===== src/rtl/seven_seg_capture.sv =====
// seven_seg_capture
//   Rebuilds the two-digit pattern from a time-multiplexed seven-segment bus,
//   decodes both digits to hex nibbles, debounces across refresh frames and
//   flags a stale link when digit_sel stops toggling.
// Ports
//   clk        in   1   system clock, all logic on posedge
//   rst        in   1   synchronous, active-high reset
//   segment    in   7   multiplexed pattern {g,f,e,d,c,b,a}, active-high
//   digit_sel  in   1   1: segment holds the high digit, 0: the low digit
//   both7seg   out  14  last published pattern {hi,lo}
//   hex_hi     out  4   decoded high digit
//   hex_lo     out  4   decoded low digit
//   bad_hi     out  1   high pattern not a hex glyph
//   bad_lo     out  1   low pattern not a hex glyph
//   valid      out  1   published data current (link alive, debounced)
//   stale      out  1   no digit_sel toggle for TIMEOUT cycles
//   update     out  1   one-cycle pulse when new data is published
module seven_seg_capture #(
  parameter int STABLE_FRAMES = 2,
  parameter int SBITS         = 3,
  parameter int TIMEOUT       = 400000,
  parameter int TBITS         = 19
) (
  input  logic        clk,
  input  logic        rst,
  input  logic [6:0]  segment,
  input  logic        digit_sel,
  output logic [13:0] both7seg,
  output logic [3:0]  hex_hi,
  output logic [3:0]  hex_lo,
  output logic        bad_hi,
  output logic        bad_lo,
  output logic        valid,
  output logic        stale,
  output logic        update
);

  localparam logic [SBITS-1:0] MATCH_MAX = '1;
  localparam logic [SBITS-1:0] MATCH_PUB = SBITS'(STABLE_FRAMES);
  localparam logic [TBITS-1:0] IDLE_MAX  = TBITS'(TIMEOUT);

  // Returns {bad, nibble}; unknown glyphs decode to nibble 0 with bad set.
  function automatic logic [4:0] decode(input logic [6:0] p);
    logic [4:0] r;
    case (p)
      7'h3F: r = 5'h00;
      7'h06: r = 5'h01;
      7'h5B: r = 5'h02;
      7'h4F: r = 5'h03;
      7'h66: r = 5'h04;
      7'h6D: r = 5'h05;
      7'h7D: r = 5'h06;
      7'h07: r = 5'h07;
      7'h7F: r = 5'h08;
      7'h6F: r = 5'h09;
      7'h77: r = 5'h0A;
      7'h7C: r = 5'h0B;
      7'h39: r = 5'h0C;
      7'h5E: r = 5'h0D;
      7'h79: r = 5'h0E;
      7'h71: r = 5'h0F;
      default: r = 5'h10;
    endcase
    return r;
  endfunction

  logic             sel_q;
  logic [6:0]       hi_cap;
  logic             hi_seen;
  logic [13:0]      cand;
  logic [SBITS-1:0] match;
  logic [TBITS-1:0] idle;

  logic             toggle;
  logic             frame_done;
  logic [13:0]      frame;
  logic [SBITS-1:0] new_match;
  logic             publish;
  logic             idle_hit;
  logic [4:0]       dec_hi;
  logic [4:0]       dec_lo;

  always_comb begin
    toggle     = (digit_sel != sel_q);
    frame      = {hi_cap, segment};
    // A falling edge only closes a frame if its high half was captured
    // since the last reset or stale event.
    frame_done = toggle && !digit_sel && hi_seen;
    if (frame == cand)
      new_match = (match == MATCH_MAX) ? match : match + 1'b1;
    else
      new_match = SBITS'(1);
    // Exact equality: saturated repeats never re-publish.
    publish    = frame_done && (new_match == MATCH_PUB);
    // A toggle on the would-be timeout edge clears the counter instead.
    idle_hit   = !toggle && (idle == IDLE_MAX - 1'b1);
    dec_hi     = decode(hi_cap);
    dec_lo     = decode(segment);
  end

  always_ff @(posedge clk) begin
    if (rst) begin
      sel_q    <= 1'b0;
      hi_cap   <= '0;
      hi_seen  <= 1'b0;
      cand     <= '0;
      match    <= '0;
      idle     <= '0;
      both7seg <= '0;
      hex_hi   <= '0;
      hex_lo   <= '0;
      bad_hi   <= 1'b0;
      bad_lo   <= 1'b0;
      valid    <= 1'b0;
      stale    <= 1'b0;
      update   <= 1'b0;
    end else begin
      sel_q  <= digit_sel;
      update <= 1'b0;

      if (toggle)
        idle <= '0;
      else if (idle != IDLE_MAX)
        idle <= idle + 1'b1;

      if (toggle && digit_sel) begin
        hi_cap  <= segment;
        hi_seen <= 1'b1;
      end

      if (frame_done) begin
        hi_seen <= 1'b0;
        cand    <= frame;
        match   <= new_match;
      end

      if (publish) begin
        both7seg <= frame;
        hex_hi   <= dec_hi[3:0];
        bad_hi   <= dec_hi[4];
        hex_lo   <= dec_lo[3:0];
        bad_lo   <= dec_lo[4];
        valid    <= 1'b1;
        stale    <= 1'b0;
        update   <= 1'b1;
      end

      // Never coincides with frame_done: one needs a toggle, the other none.
      if (idle_hit) begin
        valid   <= 1'b0;
        stale   <= 1'b1;
        match   <= '0;
        hi_seen <= 1'b0;
      end
    end
  end

endmodule

===== config.mk =====
export PLATFORM = sky130hd
export DESIGN_NAME = seven_seg_capture
export DESIGN_NICKNAME = d
export VERILOG_FILES = /design/src/rtl/seven_seg_capture.sv
export SDC_FILE = /design/constraint.sdc
export NUM_CORES = 1
export LEC_CHECK = 0
export BUFFER_PORTS_ARGS = -buffer_cell sky130_fd_sc_hd__buf_2
export CAP_MARGIN = 0
export CORE_MARGIN = 4
export CORE_UTILIZATION = 58
export DETAILED_ROUTE_END_ITERATION = 7
export GPL_TIMING_DRIVEN = 0
export HOLD_SLACK_MARGIN = 0.03
export PLACE_DENSITY = 0.88
export SYNTH_ARGS = -nofsm -noshare
export SYNTH_HDL_FRONTEND = slang
export SYNTH_SLANG_ARGS = --single-unit
export TNS_END_PERCENT = 1

===== constraint.sdc =====
create_clock -name clk -period 2.4 [get_ports clk]
set_input_delay 0.24 -clock clk [delete_from_list [all_inputs] [get_ports clk]]
set_output_delay 0.24 -clock clk [all_outputs]
set_load 0.05 [all_outputs]

Word level (Yosys, flattened, before mapping)
Index checks and enable logic that the tools add are counted.
- flip-flop bits (word level): 72
- bits of input ports: 10
- output and inout port bits: 27
- logic and storage cells: 72
- $add $sub $neg: 2
- equality and inequality tests: 38
- muxes and demuxes: 7
- reductions and logical operators: 11
- operators by type and width (cell ; number):
    $eq 7x7->1 const B ; 24
    $pmux 5 s16 ; 2
    $eq 7x3->1 const B ; 4
    $eq 7x6->1 const B ; 4
    $add 19x1->19 const B ; 1
    $eq 19x19->1 const B ; 1
    $ne 19x19->1 const B ; 1
    $eq 14x14->1 ; 1
    $mux 3 ; 2
    $logic_and 1x1->1 ; 5
    $reduce_or 2->1 ; 2
    $add 3x1->3 const B ; 1
    $eq 3x2->1 const B ; 1
    $eq 3x3->1 const B ; 1
    $mux 1 ; 3
    $reduce_or 3->1 ; 1
    $logic_not 1->1 ; 2
    $reduce_bool 2->1 ; 1
    $ne 1x1->1 ; 1

Longest topological paths before layout
- word-level depth: 7
- gate-level depth with buffers: 9
- depth with buffers taken out: 7

Worst setup path before layout
No wires, ideal clock.
- path kind: register to register
- start point: reg match[0]
- end point: reg both7seg[0]
- setup time: 0.128 ns
- data arrival time: 1.786 ns
- required time: 2.272 ns
- path slack: 0.486 ns
- stages on the path, launching flop included: 9
- buffers on the path: 2
- clock period less this slack: 1.914 ns
- cell sequence: dfxtp_1 > ha_1 > nand4b_1 > nor4_1 > and4_1 > buf_6 > buf_8 > mux2i_1 > nor2_1
- cells in the longest elaborated chain, start to end: 5
- elaborated cells on any way between the ends: 6
- those cells by class: 1 x add/sub; 2 x eq/ne; 2 x mux; 1 x reduce/logical
- RTL lines (what ; line ; RTL):
    start, declared ; 71 ; logic [SBITS-1:0] match;
    start signal, assigned ; 134 ; match <= new_match;
    $add 3x1->3 / $eq 3x3->1 (equally long branches) ; 90 ; new_match = (match == MATCH_MAX) ? match : match + 1'b1;
    $mux 3 * ; 90 ;
    $mux 3 * ; 89 ; if (frame == cand)
    $eq 3x2->1 * ; 94 ; publish = frame_done && (new_match == MATCH_PUB);
    $logic_and 1x1->1 * ; 94 ;
    end signal, assigned ; 138 ; both7seg <= frame;
    end, declared ; 28 ; output logic [13:0] both7seg,
Every way passes the cells marked *; elsewhere a longest branch is shown, timed or not.
A chain may end at the register's enable or synchronous reset.

Worst setup path after layout
Ends and elaborated chain as after synthesis.

==> results.toml <==
[run]
maxCapViolCount = 0

[finish]
syn2layout_area_growth_pct = 15.2
stdcell_count = 548
diodes = 0
drive_gt1_frac = 0.152
layout_commonest_cell = "dfxtp_1"
nNetsFinal = 483
fill_cells = 438
layout_common_cells = "dfxtp_1 (72), nor2_1 (62), nand2_1 (46)"
fin_util = 0.697

[logic_synthesis]
synth_top_area_cell = "dfxtp_1"
async_flop_share = 0
synth_top_area_frac = 0.395
synth_flop_cell = "dfxtp_1"
ys_seq_area_frac = 0.395
ys_types = 57
ys_seq_elements = 72
avgSynthCellArea_sq_um = 8.58
netlist_top_cells_area = "dfxtp_1 (40%), nor2_1 (6.4%), mux2i_1 (6.3%)"
yosysWarningCount = 0
syn_area_sq_um = 3650
syn-instance-count = 425
synth_edf_count = 0
syn_nets = 440

[critical_path]
worstPathRequired_ns = 2.61
critPathLaunchType = "flop"
crit_path_max_fanout = 10
crit_family = "simple AND/OR/NAND/NOR gates"
timing.rr.start = "match[0]"
critPathArrivalTime_ns = 2.42
path_buf_inv = 2
crit_path_start = "match[0]"
cp-end-kind = "flop"
max_stage_delay_ns = 0.34
crit_chain = "ha_1 > nand4b_1 > nor4_1 > and4_1 > buf_6 > buf_8 > mux2i_1 > nor2_1"
criticalPathCategory = "flop to flop"
cpMaxStageDelayCell = "dfxtp_1"

[grt]
grt_pass1_vias = 3035
grt_max_degree = 13
grt_pass1_wl_um = 14300
antenna_found_initial = 0
grt.overflow.total = 0
grtUsageTotal = 0.237

[floorplan]
die_x_um = 87.3
row_count = 28
die_height_um = 87.3
dieArea_sq_um = 7620
fp.coreArea_sq_um = 6030
start_util = 0.605
num_io_pins = 37

[sta]
setup_tns_ns = 0
finalWorstSetupSlack_ns = 0.191
finalMaxSlewViolations = 0
setup_violations = 0
hold_viol = 0
slew-limit-headroom = 0.576
period_share = 0.920
rsz0062_at_grt = "no"
skew_ns = 0.00914
max_freq_mhz = 453
tightest_slew_ns = 0.631
period_minus_slack_ns = 2.21

[clocking]
cts-resized-gates = 0
postCtsHoldBufs = 0
cts_setup_buffers = 0
clkTransAtPathRegs_ns = 0.08
h-tree-depth = 3
clock-sinks = 72
root_buffer = "clkbuf_8"
clk_latency_ns = 0.35
clockBufferDepth = 2
numCtsBuffers = 9
cts_tree = "yes"

[status]
status = "complete, no violations"

[drt]
drt-total-wl_um = 8520
wl_per_cell_um = 15.5
drtIter0Drc = 301
drt-pass1-iter-count = 7
vias = 3237
drc = 0
final_antenna_net_count = 0
via_per_inst = 5.91

[place]
routabilityCongestion = 0.955
place_ws_ns = 0.223
dp.cells = 532
portBuffers = 32
hpwlAfterDp_um = 6030

[hold_path]
min_path_type = "primary input to flop"
min-delay-start = "digit_sel"

[power_and_ir_drop]
leakagePower_nw = 1.57
powerDensity_nw_per_um2 = 674
ir_worst_vdd_mv = 0.524
[Yosys cell counts, drive strengths merged, types with 3 or more instances]
library cell  count
nand2b           13
clkbuf           24
mux2i            23
nand4             8
nand4b            7
buf               9
a21oi            26
inv               5
o21ai             5
nand3            15
xor2             25
a311oi            3
nor3b             4
a211oi            5
and3              4
and4              6
xnor2             8
dfxtp            72
ha                5
nor3              7
nor2             62
nor4              7
o22ai             3
nand2            46
[logic make-up after synthesis]
group           Yosys count  share of synthesized area
simple gates            194                      0.279
flops                    72                      0.395
compound gates           59                      0.110
buf+inv                  38                     0.0528
xor+xnor                 33                     0.0793
mux                      24                     0.0662
fa+ha+maj                 5                     0.0172
[worst reg2reg max path, delay by kind of cell (launching register included)]
kind	cells	cell delay [ns]
multiplexers	1	0.21
flip-flops	1	0.34
buffers and inverters	2	0.36
adder cells (fa/ha/maj)	1	0.26
AND/OR/NAND/NOR	4	0.91
[cell type report]
type / count / area (sq um) / share of cell area
multi-input combinational: 315 / 2010 / 0.479
sequential: 72 / 1440 / 0.343
buffer: 33 / 174 / 0.0414
timing repair buffer: 32 / 160 / 0.0381
clock buffer: 11 / 151 / 0.0360
clock inverter: 5 / 150 / 0.0357
tap: 75 / 93.8 / 0.0223
inverter: 5 / 18.8 / 0.00447
[state kept, by name, indices dropped and copies added, names as in the netlist]
register and cells:
bad_lo 1, both7seg 14, hex_lo 4, idle 19, bad_hi 1, cand 14
update 1, hex_hi 4, sel_q 1, hi_cap 7, valid 1, stale 1
hi_seen 1, match 3
[per-stage QoR]
step	hold slack (ns)	power (mW)	cell area (sq um)
detailed placement	0.461	1.45	3900
finish	0.191	2.83	4200
CTS	0.184	2.84	4200
global route	0.204	2.93	4200
global placement	0.454	1.44	3900
floorplan	0.380	1.39	3650
[power by group]
group,leakage [nW],internal [mW],switching [mW]
combinational,0.843,0.0677,0.131
clock,0.150,0.958,0.449
sequential,0.582,1.21,0.0195
[per-layer routing]
layer	vias to the layer above	track usage	share of wire
met5	-	0	0
li1	1563	-	-
met2	147	0.392	0.46
met4	0	0.0921	0.033
met1	1495	0.298	0.44
met3	32	0.0558	0.070
[final timing paths]
check                     end  slack (ns)  depth (start not counted)
hold reg to reg     hex_hi[2]        0.47                          2
setup reg to reg  both7seg[0]        0.19                          8
setup / recovery  both7seg[0]        0.19                          8
hold / removal          sel_q        0.19                          3
Power figures use the tool's default switching activity.
